### src/rtl/pool_stream.sv
// pool_stream: multi-channel max/average pooling stage that gathers OUT_LEN
// pooled pixels per channel into one frame and hands it out over valid/ready.
`default_nettype none

module pool_stream #(
  parameter int NUM_CH  = 2,
  parameter int DATA_W  = 8,
  parameter int WIN     = 4,
  parameter int OUT_LEN = 4
) (
  input  logic                              clk,
  input  logic                              rst,
  input  logic                              mode,
  input  logic                              in_valid,
  output logic                              in_ready,
  input  logic [NUM_CH*DATA_W-1:0]          in_data,
  output logic                              out_valid,
  input  logic                              out_ready,
  output logic [NUM_CH*OUT_LEN*DATA_W-1:0]  out_data,
  output logic                              busy
);

  localparam int LOGW    = $clog2(WIN);
  localparam int ACC_W   = DATA_W + LOGW;
  localparam int SW      = (WIN > 1) ? $clog2(WIN) : 1;
  localparam int PW      = (OUT_LEN > 1) ? $clog2(OUT_LEN) : 1;
  localparam int FRAME_W = NUM_CH * OUT_LEN * DATA_W;
  localparam logic [SW-1:0] S_LAST = SW'(WIN - 1);
  localparam logic [PW-1:0] P_LAST = PW'(OUT_LEN - 1);

  logic [SW-1:0]              s_cnt_q, s_cnt_d;
  logic [PW-1:0]              p_cnt_q, p_cnt_d;
  logic                       mode_q, mode_d;
  logic [FRAME_W-1:0]         collect_q, collect_d;
  logic [FRAME_W-1:0]         out_data_q, out_data_d;
  logic                       out_valid_q, out_valid_d;
  logic [NUM_CH*DATA_W-1:0]   w_pooled;

  logic w_accept, w_s_first, w_s_last, w_p_last, w_win_close, w_frame_close;

  assign w_s_first     = (s_cnt_q == '0);
  assign w_s_last      = (s_cnt_q == S_LAST);
  assign w_p_last      = (p_cnt_q == P_LAST);
  // Only the frame-closing beat needs the output slot, so only it is stalled.
  assign in_ready      = !(out_valid_q && !out_ready && w_s_last && w_p_last);
  assign w_accept      = in_valid && in_ready;
  assign w_win_close   = w_accept && w_s_last;
  assign w_frame_close = w_win_close && w_p_last;

  assign out_valid = out_valid_q;
  assign out_data  = out_data_q;
  assign busy      = (s_cnt_q != '0) || (p_cnt_q != '0);

  generate
    for (genvar c = 0; c < NUM_CH; c++) begin : g_ch
      logic [DATA_W-1:0] w_sample;
      logic [ACC_W-1:0]  w_ext;
      logic [ACC_W-1:0]  w_acc_next;
      logic [ACC_W-1:0]  w_shift;
      logic [ACC_W-1:0]  acc_q;

      assign w_sample = in_data[c*DATA_W +: DATA_W];
      assign w_ext    = ACC_W'(w_sample);

      // The first sample of a window loads the accumulator in either mode.
      always_comb begin
        w_acc_next = w_ext;
        if (!w_s_first) begin
          if (mode_q) w_acc_next = acc_q + w_ext;
          else        w_acc_next = (w_ext > acc_q) ? w_ext : acc_q;
        end
      end

      assign w_shift = w_acc_next >> LOGW;
      assign w_pooled[c*DATA_W +: DATA_W] = mode_q ? w_shift[DATA_W-1:0]
                                                   : w_acc_next[DATA_W-1:0];

      always_ff @(posedge clk) begin
        if (rst)           acc_q <= '0;
        else if (w_accept) acc_q <= w_acc_next;
      end
    end
  endgenerate

  always_comb begin
    s_cnt_d     = s_cnt_q;
    p_cnt_d     = p_cnt_q;
    mode_d      = mode_q;
    collect_d   = collect_q;
    out_data_d  = out_data_q;
    out_valid_d = out_valid_q && !out_ready;

    if (w_accept) begin
      s_cnt_d = w_s_last ? '0 : s_cnt_q + 1'b1;
      if (w_s_last) p_cnt_d = w_p_last ? '0 : p_cnt_q + 1'b1;
      if (w_s_first && (p_cnt_q == '0)) mode_d = mode;
    end

    if (w_win_close) begin
      for (int c = 0; c < NUM_CH; c++) begin
        collect_d[(c*OUT_LEN + int'(p_cnt_q))*DATA_W +: DATA_W] =
          w_pooled[c*DATA_W +: DATA_W];
      end
    end

    // Loading from collect_d picks up the pixel produced on this very beat.
    if (w_frame_close) begin
      out_data_d  = collect_d;
      out_valid_d = 1'b1;
    end
  end

  always_ff @(posedge clk) begin
    if (rst) begin
      s_cnt_q     <= '0;
      p_cnt_q     <= '0;
      mode_q      <= 1'b0;
      collect_q   <= '0;
      out_data_q  <= '0;
      out_valid_q <= 1'b0;
    end else begin
      s_cnt_q     <= s_cnt_d;
      p_cnt_q     <= p_cnt_d;
      mode_q      <= mode_d;
      collect_q   <= collect_d;
      out_data_q  <= out_data_d;
      out_valid_q <= out_valid_d;
    end
  end

endmodule

`default_nettype wire

### config.mk
export PLATFORM = sky130hd
export DESIGN_NAME = pool_stream
export DESIGN_NICKNAME = d
export VERILOG_FILES = /design/src/rtl/pool_stream.sv
export SDC_FILE = /design/constraint.sdc
export NUM_CORES = 1
export LEC_CHECK = 0
export ABC_AREA = 1
export BUFFER_PORTS_ARGS = -buffer_cell sky130_fd_sc_hd__buf_4
export CELL_PAD_IN_SITES_DETAIL_PLACEMENT = 1
export CELL_PAD_IN_SITES_GLOBAL_PLACEMENT = 1
export CORE_UTILIZATION = 39
export CTS_CLUSTER_DIAMETER = 100
export DETAILED_ROUTE_END_ITERATION = 16
export PLACE_DENSITY_LB_ADDON = 0.1
export SYNTH_ARGS = -nofsm -noshare
export SYNTH_HDL_FRONTEND = slang
export SYNTH_SLANG_ARGS = --single-unit
### constraint.sdc
create_clock -name clk -period 2.4 [get_ports clk]
set_input_delay 0.12 -clock clk [delete_from_list [all_inputs] [get_ports clk]]
set_output_delay 0.12 -clock clk [all_outputs]
set_load 0.005 [all_outputs]
==> flow_metrics.tcl <==
set metrics [dict create \
    cp-end-kind "register" \
    routed_wl_mm 37.2 \
    ant_nets 0 \
    slowest_delay_ns 0.36 \
    worst_hold_slack_ns 0.0376 \
    die-area_um2 23100 \
    hp-class "primary input to register" \
    grt_max_degree 42 \
    antenna_cells 0 \
    finClkSkew_ns 0.0112 \
    drcViolationCount 0 \
    wl_per_cell_um 20.8 \
    status "finished with violations" \
    finalCritPeriodShare_pct 108 \
    worstPathRequired_ns 2.77 \
    nets 1556 \
    gp_congestion 0.861 \
    worst-path-buf-inv 2 \
    num_vias 10017 \
    fin_ws_ns -0.204 \
    core_area_um2 21900 \
    critPathTopFamily "simple AND/OR/NAND/NOR gates" \
    grt-ovfl-total 0 \
    ys_ff_latch 154 \
    initial_core_util_pct 40.0 \
    cap_viol_max_count 0 \
    crit_chain "inv_2 > ha_4 > nand2_4 > nor2_4 > nand3_2 > nand3_4 > nand2_8 > buf_6 > nand2_4 > nand3_2 > nand2_2 > nand3_2 > nand2_4 > nand3_4 > a21oi_2 > nand2_2 > a21oi_2" \
    drt_iter0_drc 665 \
    p_sw_mw 2.79 \
    preCtsSetupSlack_ns -0.308 \
    ys_seq_area_share_pct 35.2 \
    hpwlAfterDp_mm 22.4 \
    arrival_ns 2.98 \
    rsz0062_at_grt "yes" \
    io_pins 88 \
    final_cells 1784 \
    fp.dieW_um 152 \
    finalMaxSlewViolations 0 \
    cts_root_buffer "clkbuf_16" \
    hold_violations 0 \
    violations "negative setup slack" \
    die_h_um 152 \
    p_int_mw 4.97 \
    grt_pass1_vias 9746 \
    swShare_pct 36.0 \
    p_seq_share_pct 33.9 \
    cts.reportedPaths.clkPinSlew_ns 0.07 \
    fin_crit_ns 2.60 \
    crit_slowest_cell "dfxtp_2" \
    max-clock-path-buffers 2 \
    cts-buffers-inserted 17 \
    max_freq_mhz 384 \
    insertion_delay_ns 0.44 \
    syn_nets 1341 \
    drive_gt1_share_pct 40.6 \
    synth_cell_types 39 \
    grt_pass1_wl_mm 51.9 \
    yosysWarnings 0 \
    clock-sinks 154 \
    syn2layout_area_growth_pct 46.6 \
    p_per_area_nw_per_um2 604 \
    synthCells 1276 \
    portBuffers 87 \
    p_leak_nw 5.69 \
    setup_viol 84 \
    critPathMaxFanout 8 \
    netlist_area_um2 8760 \
    total_power_mw 7.76 \
    avgViaCountPerCell 5.61 \
    placed_cells 1709 \
    combPwrFrac_pct 30.1 \
    track_usage_pct 28.0 \
    clock_power_share_pct 36.0 \
    tritoncts "built" \
    worstSetupPathType "register to register" \
    cp-start-kind "register" \
    vdd_drop_max_uv 471 \
    rows 54 \
    h-tree-depth 4 \
    avgSynthCellArea_um2 6.86 \
    worstMarginPinSlew_ns 0.802 \
    antenna_found_initial 0 \
    drt_pre_antenna_iters 5 \
    slew-limit-headroom_pct 46.5 \
]
-- worst min-delay path, delay by kind of cell --
kind	cells	cell delay, ns
simple gates	1	0.04
buf+inv	2	0.12
compound gates	1	0.15
-- through the flow --
stage | TNS (ns) | util (%) | area, µm²
2_1_floorplan | 0 | - | 8760
3_3_place_gp | -5.17 | 47.8 | 10500
3_5_place_dp | -11.62 | 47.8 | 10500
4_1_cts | -0.0873 | 53.2 | 11600
5_1_grt | -18.56 | 58.6 | 12800
6_report | -6.56 | 58.6 | 12800
-- layout make-up --
cell class	count	area (µm²)
multi-input cells	892	6160
repair buffers	251	1990
clock buffers	18	429
clock inverters	14	148
inverters	175	657
fillers	2699	9050
flip-flops and latches	154	3100
well taps	280	350
-- placed cells by master (no fill, tap or decap), types with 17 or more instances in the layout --
master	instances
inv_2	31
nand3_2	54
dfxtp_1	140
buf_4	230
o21ai_2	18
nand2_2	61
a21oi_2	37
nand4_1	30
inv_1	140
nand3_1	48
nand2_4	32
a21oi_1	81
ha_1	25
o21ai_0	44
nor2_1	40
o21ai_1	38
clkbuf_16	17
nand2_1	247
-- flip-flops by register name, indices dropped and copies added, names as in the netlist --
signal      count
collect_q      64
out_data       64
g_ch.acc_q     20
p_cnt_q         2
s_cnt_q         2
mode_q          1
out_valid       1
-- power groups by stage --
stage | combinational (mW) | sequential (mW) | clock (mW)
floorplan | 0.868 | 2.68 | 0
global placement | 1.52 | 2.67 | 0
detailed placement | 1.55 | 2.68 | 0
CTS | 1.80 | 2.62 | 2.78
global route | 2.46 | 2.63 | 2.91
finish | 2.33 | 2.63 | 2.80
-- logic make-up after synthesis --
| logic type | count (synthesis) | synth area share (%) |
|---|---|---|
| simple gates | 555 | 29.4 |
| compound gates | 287 | 18.3 |
| buf+inv | 232 | 10.2 |
| xor+xnor | 4 | 0.400 |
| fa+ha+maj | 44 | 6.46 |
| flops | 154 | 35.2 |
-- per-layer routing --
metal  GRT usage (%)  vias up  part of all wire (%)  wire [µm]
met2            46.8      370                    48      17900
li1                -     4626                     -          -
met4            9.10        0                   3.8       1430
met5               0        -                     0          0
met3            3.88      102                   5.5       2050
met1            37.0     4919                    42      15800
-- Yosys cell counts --
master    number  share of area [%]
a211oi_1      12                1.0
a21oi_1      115                6.6
a21oi_2        3               0.30
a22o_1         3               0.30
a22oi_1        8               0.69
a31oi_1       12               0.86
buf_1          8               0.34
buf_2         12               0.69
buf_4          2               0.17
clkbuf_1      35                1.5
clkinv_1       4               0.17
dfxtp_1      154                 35
fa_1           2               0.46
ha_1          42                6.0
inv_1        164                7.0
inv_2          7               0.30
nand2_1      315                 14
nand2_2       26                1.9
nand2_4        3               0.39
nand3_1      102                5.8
nand3_2       10                1.1
nand3_4        2               0.40
nand3b_1       1              0.086
nand4_1       30                2.1
nand4_4        1               0.24
nor2_1        49                2.1
nor2_2         4               0.29
nor2_4         5               0.64
nor2_8         1               0.23
nor3_1         3               0.17
nor4_4         1               0.24
o211ai_1       4               0.34
o21ai_0       57                3.3
o21ai_1       40                2.3
o21ai_2        4               0.40
o21bai_1      15                1.3
o22ai_1       14                1.0
or2_2          2               0.14
xor2_1         4               0.40
-- what timing repair did --
action / CTS / global route
hold buffers: 2 / 0
cloned: 1 / 1
endpoints found under the hold margin: 2 / 0
resized for setup: 98 / 256
endpoints found under the setup margin: 126 / 128
pin swaps: 41 / 107
setup buffers: 15 / 25
-- path summary, 6_finish.rpt --
kind,start,to,slack (ns),cells past startpoint
hold reg to reg,out_data[43]$_SDFFE_PP0P_,out_data[43]$_SDFFE_PP0P_,0.45,2
setup reg to reg,g_ch[1].acc_q[5]$_SDFFE_PP0P_,collect_q[26]$_SDFF_PP0_,-0.20,17
hold / removal,out_ready,out_valid$_SDFF_PP0_,0.04,4
setup / recovery,g_ch[1].acc_q[5]$_SDFFE_PP0P_,collect_q[26]$_SDFF_PP0_,-0.20,17
No activity file was read; power rests on OpenSTA's default activity.
